## src/rtl/apu_frame_encoder.sv

```systemverilog
// Host-side serialiser for the APU register link: each accepted write leaves as a
// low-nibble frame then a high-nibble frame on sdo, timed by a free-running sck.
module apu_frame_encoder #(
  parameter int CLK_DIV = 4
) (
  input  logic       clk,
  input  logic       rst_n,
  input  logic       wr_valid,
  output logic       wr_ready,
  input  logic [1:0] wr_addr,
  input  logic [7:0] wr_data,
  output logic       sck,
  output logic       sdo,
  output logic       busy
);

  typedef enum logic [1:0] {SYNC, IDLE, LO, HI} state_e;

  localparam int DIV_W = (CLK_DIV > 1) ? $clog2(CLK_DIV) : 1;
  localparam logic [DIV_W-1:0] DIV_LAST = DIV_W'(CLK_DIV - 1);

  state_e           state_q, state_d;
  logic [DIV_W-1:0] div_q, div_d;
  logic             sck_q, sck_d;
  logic             sdo_q, sdo_d;
  logic [3:0]       bit_q, bit_d;
  logic             buf_full_q, buf_full_d;
  logic [9:0]       buf_q;
  logic [9:0]       shift_q;

  logic       div_term;
  logic       fall;
  logic       accept;
  logic       transfer;
  logic [3:0] bit_nxt;
  logic [9:0] frame_lo;
  logic [9:0] frame_hi;

  // wr = {addr[1:0], data[7:0]}; returned vector is transmitted bit0 first.
  function automatic logic [9:0] frame_bits(input logic [9:0] wr, input logic phase);
    logic [3:0] nib;
    nib = phase ? wr[7:4] : wr[3:0];
    return {1'b1, 1'b0, wr[9], wr[8], phase, nib, 1'b0};
  endfunction

  assign div_term = (div_q == DIV_LAST);
  assign fall     = div_term && sck_q;
  assign accept   = wr_valid && !buf_full_q;
  assign bit_nxt  = bit_q + 4'd1;
  assign frame_lo = frame_bits(shift_q, 1'b0);
  assign frame_hi = frame_bits(shift_q, 1'b1);

  always_ff @(posedge clk or negedge rst_n) begin
    if (!rst_n) begin
      state_q    <= SYNC;
      div_q      <= '0;
      sck_q      <= 1'b0;
      sdo_q      <= 1'b1;
      bit_q      <= 4'd0;
      buf_full_q <= 1'b0;
    end else begin
      state_q    <= state_d;
      div_q      <= div_d;
      sck_q      <= sck_d;
      sdo_q      <= sdo_d;
      bit_q      <= bit_d;
      buf_full_q <= buf_full_d;
    end
  end

  // Payload registers carry no reset; buf_full_q qualifies buf_q.
  always_ff @(posedge clk) begin
    if (accept)   buf_q   <= {wr_addr, wr_data};
    if (transfer) shift_q <= buf_q;
  end

  always_comb begin
    state_d  = state_q;
    bit_d    = bit_q;
    sdo_d    = sdo_q;
    transfer = 1'b0;
    div_d    = div_term ? '0 : div_q + 1'b1;
    sck_d    = div_term ? ~sck_q : sck_q;
    if (fall) begin
      case (state_q)
        SYNC: begin
          if (bit_q == 4'd9) begin
            bit_d = 4'd0;
            if (buf_full_q) begin
              transfer = 1'b1;
              state_d  = LO;
              sdo_d    = 1'b0;
            end else begin
              state_d = IDLE;
              sdo_d   = 1'b1;
            end
          end else begin
            bit_d = bit_nxt;
          end
        end
        IDLE: begin
          if (buf_full_q) begin
            transfer = 1'b1;
            state_d  = LO;
            bit_d    = 4'd0;
            sdo_d    = 1'b0;
          end
        end
        LO: begin
          if (bit_q == 4'd9) begin
            state_d = HI;
            bit_d   = 4'd0;
            sdo_d   = 1'b0;
          end else begin
            bit_d = bit_nxt;
            sdo_d = frame_lo[bit_nxt];
          end
        end
        HI: begin
          if (bit_q == 4'd9) begin
            bit_d = 4'd0;
            if (buf_full_q) begin
              transfer = 1'b1;
              state_d  = LO;
              sdo_d    = 1'b0;
            end else begin
              state_d = IDLE;
              sdo_d   = 1'b1;
            end
          end else begin
            bit_d = bit_nxt;
            sdo_d = frame_hi[bit_nxt];
          end
        end
        default: state_d = SYNC;
      endcase
    end
    buf_full_d = transfer ? 1'b0 : (accept ? 1'b1 : buf_full_q);
  end

  always_comb begin
    wr_ready = !buf_full_q;
    busy     = (state_q != IDLE) || buf_full_q;
    sck      = sck_q;
    sdo      = sdo_q;
  end

endmodule

```

## config.mk

```make
export PLATFORM = sky130hd
export DESIGN_NAME = apu_frame_encoder
export DESIGN_NICKNAME = d
export VERILOG_FILES = /design/src/rtl/apu_frame_encoder.sv
export SDC_FILE = /design/constraint.sdc
export NUM_CORES = 1
export LEC_CHECK = 0
export BUFFER_PORTS_ARGS = -buffer_cell sky130_fd_sc_hd__buf_2
export CORE_MARGIN = 5
export CORE_UTILIZATION = 50
export CTS_BUF_LIST = sky130_fd_sc_hd__clkbuf_4 sky130_fd_sc_hd__clkbuf_8
export CTS_CLUSTER_SIZE = 16
export DETAILED_ROUTE_END_ITERATION = 10
export MAX_ROUTING_LAYER = met4
export PLACE_DENSITY_LB_ADDON = 0.15
export SKIP_CTS_REPAIR_TIMING = 1
export SLEW_MARGIN = 20
export SYNTH_ARGS = -nofsm -noshare
export SYNTH_HDL_FRONTEND = slang
export SYNTH_SLANG_ARGS = --single-unit
```

## constraint.sdc

```tcl
create_clock -name clk -period 2.2 [get_ports clk]
set_input_delay 0.22 -clock clk [delete_from_list [all_inputs] [get_ports clk]]
set_output_delay 0.22 -clock clk [all_outputs]
set_load 0.05 [all_outputs]
```

==> results of run 1 <==
-- flip-flops by register name, indices dropped and copies added, names as in the netlist --
name	cells
bit_q	4
buf_full_q	1
buf_q	10
div_q	2
sck	1
sdo	1
shift_q	10
state_q	2
-- cell families (layout without fill, tap and decap cells) --
logic type / after synthesis / after routing / share of synthesized area
AND/OR/NAND/NOR: 36 / 36 / 0.125
flip-flops: 31 / 31 / 0.596
AO/OA/AOI/OAI: 19 / 19 / 0.0833
adder cells (fa/ha/maj): 10 / 10 / 0.0850
buffers and inverters: 9 / 32 / 0.0365
multiplexers: 6 / 6 / 0.0459
XOR/XNOR: 4 / 4 / 0.0289
-- where the power goes --
part                 switching [mW]  leakage (nW)  total (mW)  internal (mW)
Clock                         0.190        0.0263       0.307          0.117
Combinational               0.00640         0.333      0.0151        0.00871
Sequential     0.000000000000000120         0.310       0.617          0.617
Total                         0.196         0.670       0.939          0.743
-- routing by layer --
layer,vias up,GRT usage,share of wire
li1,451,-,-
met1,405,0.162,0.45
met2,21,0.194,0.47
met3,5,0.0578,0.059
met4,0,0.0611,0.020
met5,-,-,0
-- worst max path at each step --
stage	from	to	slack (ns)	cells after the start
global placement	bit_q[0]$_DFFE_PN0P_	sdo$_DFFE_PN1P_	0.37	7
CTS	bit_q[0]$_DFFE_PN0P_	sdo$_DFFE_PN1P_	0.25	7
floorplan	state_q[0]$_DFFE_PN0P_	shift_q[0]$_DFFE_PP_	0.23	5
detailed placement	bit_q[0]$_DFFE_PN0P_	sdo$_DFFE_PN1P_	0.27	7
finish	bit_q[0]$_DFFE_PN0P_	sdo$_DFFE_PN1P_	0.27	7
global route	bit_q[0]$_DFFE_PN0P_	shift_q[3]$_DFFE_PP_	0.12	6
-- per-stage QoR --
stage                     cells  power, mW
after floorplan             115      0.630
after global placement      160      0.644
after detailed placement    160      0.644
after CTS                   168      0.953
after global routing        169      0.988
final                       169      0.939
-- cells in the final DEF (no fill, tap or decap), types with 5 or more instances in the layout --
cell type / netlist / routed
edfxtp_1: 20 / 20
buf_2: 0 / 16
nor2_1: 13 / 13
nand2_1: 10 / 10
ha_1: 10 / 10
dfrtp_1: 10 / 10
o21ai_0: 7 / 7
inv_1: 5 / 5
a21oi_1: 5 / 5
clkbuf_4: 0 / 5
-- layout make-up --
| cell class | instances | area share |
|---|---|---|
| Clock buffer | 5 | 0.0229 |
| Inverter | 5 | 0.0114 |
| Multi-Input combinational cell | 75 | 0.334 |
| Timing Repair Buffer | 19 | 0.0641 |
| Clock inverter | 3 | 0.00915 |
| Tap cell | 31 | 0.0236 |
| Sequential cell | 31 | 0.535 |
-- worst max-delay path, delay by kind of cell, from the launching register on --
kind	cells	cell delay (ns)
AOI/OAI and AO/OA	3	0.40
DFF	1	0.54
adders and majority gates	1	0.42
buffers and inverters	1	0.13
and+or+nand+nor	2	0.38
==> summary.txt, run 1 <==
status: finished clean
Crit Path Class: flop to flop
DP Worst Slack: 0.272 ns
Worst slew margin: 0.750
CTS tree: built
cell depth of the worst flop-to-flop path: 7
top cells by area, synth: edfxtp_1, dfrtp_1, ha_1, nor2_1, nand2_1
Hold EP: buf_q[0]$_DFFE_PP_
Fin. Hold Viols: 0
Clock Skew: 0.00985 ns
R2R setup slack: 0.27 ns
reg2reg end: sdo$_DFFE_PN1P_
First-pass DRT Iterations: 4
clock sink total: 31
final wirelength: 2290 µm
Seq/Total Area, Yosys: 0.596
register area: 877 µm²
Hold WS: 0.0611 ns
r2r startpoint: bit_q[0]$_DFFE_PN0P_
vias in the first global route: 905
Area Overhead vs Synth: 11.4%
Final Critical Period: 1.93 ns
initial drt markers: 28
Initial Util: 0.529
largest net degree at the start of global routing: 12
overall die area: 4130 µm²
core area: 2780 µm²
global-route usage over all layers: 0.134
Vias per Instance: 5.22
peak supply drop: 0.618 mV
RSZ-0062 raised after global routing: false
CP Data Required Time: 2.46 ns
Hold Crit Class: input port to flop
PnR worst setup slack: 0.266 ns
slowest CP cell: dfrtp_1
Worst setup SP type: flop
Die Wd: 64.3 µm
Synth Instances: 115
Max Clk Rate: 0.517 GHz
final period utilization: 0.879
Worst Path Max Fanout: 9
top_reg_cell synth: edfxtp_1
Final ANT Viol Nets: 0
worst hold stages: 1
antenna cells: 0
clock-pin slew on the worst setup and hold paths: 0.10 ns
initial antenna violation count: 0
global route overflow: 0
Layout Utilization: 0.590
area leader, netlist: edfxtp_1
synth unique cells: 35
share of the synthesized area in the top cell type: 0.408
Design Area, Final: 1640 µm²
yosys warns: 0
Crit. End Element: flop
number of synthesized flops with an enable pin: 20
crit path cell chain: inv_1 > ha_1 > nor2_1 > a221oi_1 > nor3_1 > o21ai_0 > a31oi_1
Commonest cells post-synth: edfxtp_1, nor2_1, dfrtp_1, ha_1, nand2_1
Finish-stage setup viols: 0
Synth Cell Area: 1470 µm²
GPL Wtd Cong: 0.808
post-route setup TNS: 0 ns
H-tree lvl count: 2
I/O Buffers: 16
Detailed Place HPWL: 1760 µm
Worst path max stage delay: 0.54 ns
worst hold start: wr_data[0]
crit path DAT: 2.20 ns
IO Pins: 17
Synth Net Count: 138
Synth Register Bits: 31
total number of vias: 882
FP Rows: 19
fill count: 223
Bufs on Longest Clock Path: 2
Multi-input gate area: 548 µm²
first-pass GRT wire length: 4080 µm
nets: 160
DRC: 0
routed length per instance: 13.5 µm
CTS Buf Count: 5
max-slew violations: 0
count leader, synth: edfxtp_1
worst slew pin tran: 0.372 ns
Leakage: 0.670 nW
CTS root buffer: clkbuf_4
ys async rst share: 0.355
DIE HEIGHT: 64.3 µm
Worst-Skew Late Latency: 0.33 ns
P per Cell Area: 572 nW/µm²
Max Cap Viol: 0
share of cells above drive strength 1: 0.239
Placed Area: 1580 µm²
Avg Cell Area, Syn: 12.8 µm²
Power figures use the tool's default switching activity.
==> run 2: changes to the inputs <==
Settings changed: CORE_MARGIN 5 to 2.
==> run 2 against run 1 <==
Final cell count is the same. Critical path type unchanged. Largest power group unchanged. Power grew 1.2%. Largest cell class unchanged. Flip-flop and latch count is the same. Final area is the same. Register-to-register slack lost 0.11 ns.
==> summary.txt, run 2 (synthesized netlist as in run 1, its figures left out) <==
Die Wd: 58.3 µm (-9.3%)
Clock Skew: 0.0131 ns (+0.00322 ns)
PnR worst setup slack: 0.154 ns (-0.112 ns)
most common cell after layout, fill and taps aside: edfxtp_1
Hold WS: 0.0583 ns (-0.00276 ns)
initial drt markers: 29 (+3.6%)
Crit. End Element: flop
Worst Path Max Fanout: 9 (unchanged)
P per Cell Area: 579 nW/µm² (+1.2%)
worst hold start: wr_data[6]
crit path DAT: 2.31 ns (+0.11 ns)
Area Overhead vs Synth: 11.4% (unchanged)
CP bufs+invs: 1 (unchanged)
CTS tree: built
most frequent cells in the layout: edfxtp_1, buf_2, nor2_1
largest net degree at the start of global routing: 12 (unchanged)
DRC: 0 (unchanged)
I/O Buffers: 16 (unchanged)
Detailed Place HPWL: 1750 µm (-0.56%)
share of cells above drive strength 1: 0.239 (unchanged)
peak supply drop: 0.566 mV (-8.3%)
Worst slew margin: 0.776 (+0.0261)
Fin. Hold Viols: 0 (unchanged)
Multi-input gate area: 548 µm² (unchanged)
Worst path max stage delay: 0.55 ns (about the same)
Vias per Instance: 5.46 (+4.5%)
Final Critical Period: 2.05 ns (+0.112 ns)
Initial Util: 0.529 (unchanged)
Final Power: 0.950 mW (+1.2%)
IO Pins: 17 (unchanged)
FP Rows: 19 (unchanged)
GPL Wtd Cong: 0.790 (-2.2%)
Max Cap Viol: 0 (unchanged)
core area: 2780 µm² (unchanged)
clock network power share: 0.334 (+0.007)
Crit Path Class: flop to flop
Psw: 0.207 mW (+5.5%)
DP Worst Slack: 0.241 ns (-0.0303 ns)
total internal power: 0.743 mW (about the same)
critical path's top delay family: flip-flops
biggest regs: buf_q x10, shift_q x10, bit_q x4
Max Clk Rate: 0.489 GHz (-5.5%)
H-tree lvl count: 2 (unchanged)
clock sink total: 31 (unchanged)
antenna cells: 0 (unchanged)
register area: 877 µm² (unchanged)
Leakage: 0.670 nW (unchanged)
post-route setup TNS: 0 ns (unchanged)
worst slew pin tran: 0.333 ns (-0.0389 ns)
Bufs on Longest Clock Path: 2 (unchanged)
placed cells: 160 (unchanged)
Placed Area: 1580 µm² (unchanged)
initial antenna violation count: 0 (unchanged)
clock-pin slew on the worst setup and hold paths: 0.11 ns (about the same)
global-route usage over all layers: 0.166 (+0.0319)
max-slew violations: 0 (unchanged)
final wirelength: 2390 µm (+4.3%)
DIE HEIGHT: 58.3 µm (-9.3%)
Worst-Skew Late Latency: 0.34 ns (about the same)
First-pass DRT Iterations: 4 (unchanged)
Layout Utilization: 0.590 (unchanged)
slowest CP cell: dfrtp_1
CP Data Required Time: 2.47 ns (about the same)
Finish-stage setup viols: 0 (unchanged)
vias in the first global route: 916 (+1.2%)
crit path cell chain: inv_1 > ha_1 > nor2_1 > a221oi_1 > nor3_1 > o21ai_0 > a31oi_1
total number of vias: 922 (+4.5%)
final period utilization: 0.930 (+0.0509)
crit path launch: bit_q[0]$_DFFE_PN0P_
Hold Crit Class: input port to flop
Finished Layout Cells: 169 (unchanged)
Final ANT Viol Nets: 0 (unchanged)
nets: 160 (unchanged)
Design Area, Final: 1640 µm² (unchanged)
global route overflow: 0 (unchanged)
Seq pwr share: 0.650 (-0.007)
overall die area: 3400 µm² (-18%)
switch share: 0.218 (+0.00901)
Worst setup SP type: flop
fill count: 227 (+1.8%)
status: finished clean
Comb pwr share: 0.016 (about the same)
r2r startpoint: bit_q[0]$_DFFE_PN0P_
CTS Buf Count: 5 (unchanged)
first-pass GRT wire length: 3950 µm (-3.0%)
CTS root buffer: clkbuf_4
RSZ-0062 raised after global routing: false
routed length per instance: 14.1 µm (+4.3%)
-- run 2: cell counts in the layout (fill, tap and decap cells not counted) --
Identical to the previous run, type by type.
-- run 2: power by group through the flow --
stage          clock (mW)  combinational [mW]  sequential (mW)
2_1_floorplan           0            0.000262            0.630
3_3_place_gp            0              0.0139            0.630
3_5_place_dp            0              0.0145            0.630
4_1_cts             0.325              0.0146            0.617
5_1_grt             0.349              0.0176            0.617
6_report            0.317              0.0152            0.617
-- run 2: cell type report --
cell class | count | area share
inverter | 5 | 0.0114
clock buffer | 5 | 0.0229
clock inverter | 3 | 0.00915
sequential | 31 | 0.535
tap | 31 | 0.0236
timing repair buffer | 19 | 0.0641
multi-input combinational | 75 | 0.334
-- run 2: worst paths after layout --
path | to | slack (ns) | cells past startpoint
worst max-delay path | sdo$_DFFE_PN1P_ | 0.15 | 7
worst min-delay path | buf_q[6]$_DFFE_PP_ | 0.06 | 1
worst max register to register | sdo$_DFFE_PN1P_ | 0.15 | 7
worst min register to register | shift_q[0]$_DFFE_PP_ | 0.41 | 0
max in group asynchronous | sdo$_DFFE_PN1P_ | 1.67 | 2
min in group asynchronous | bit_q[1]$_DFFE_PN0P_ | 0.26 | 2
-- run 2: per-layer routing --
layer / up-vias / track usage / share of wire
met5: - / - / 0
met4: 0 / 0.103 / 0.023
met3: 7 / 0.0513 / 0.042
met2: 23 / 0.244 / 0.48
met1: 440 / 0.199 / 0.45
li1: 452 / - / -
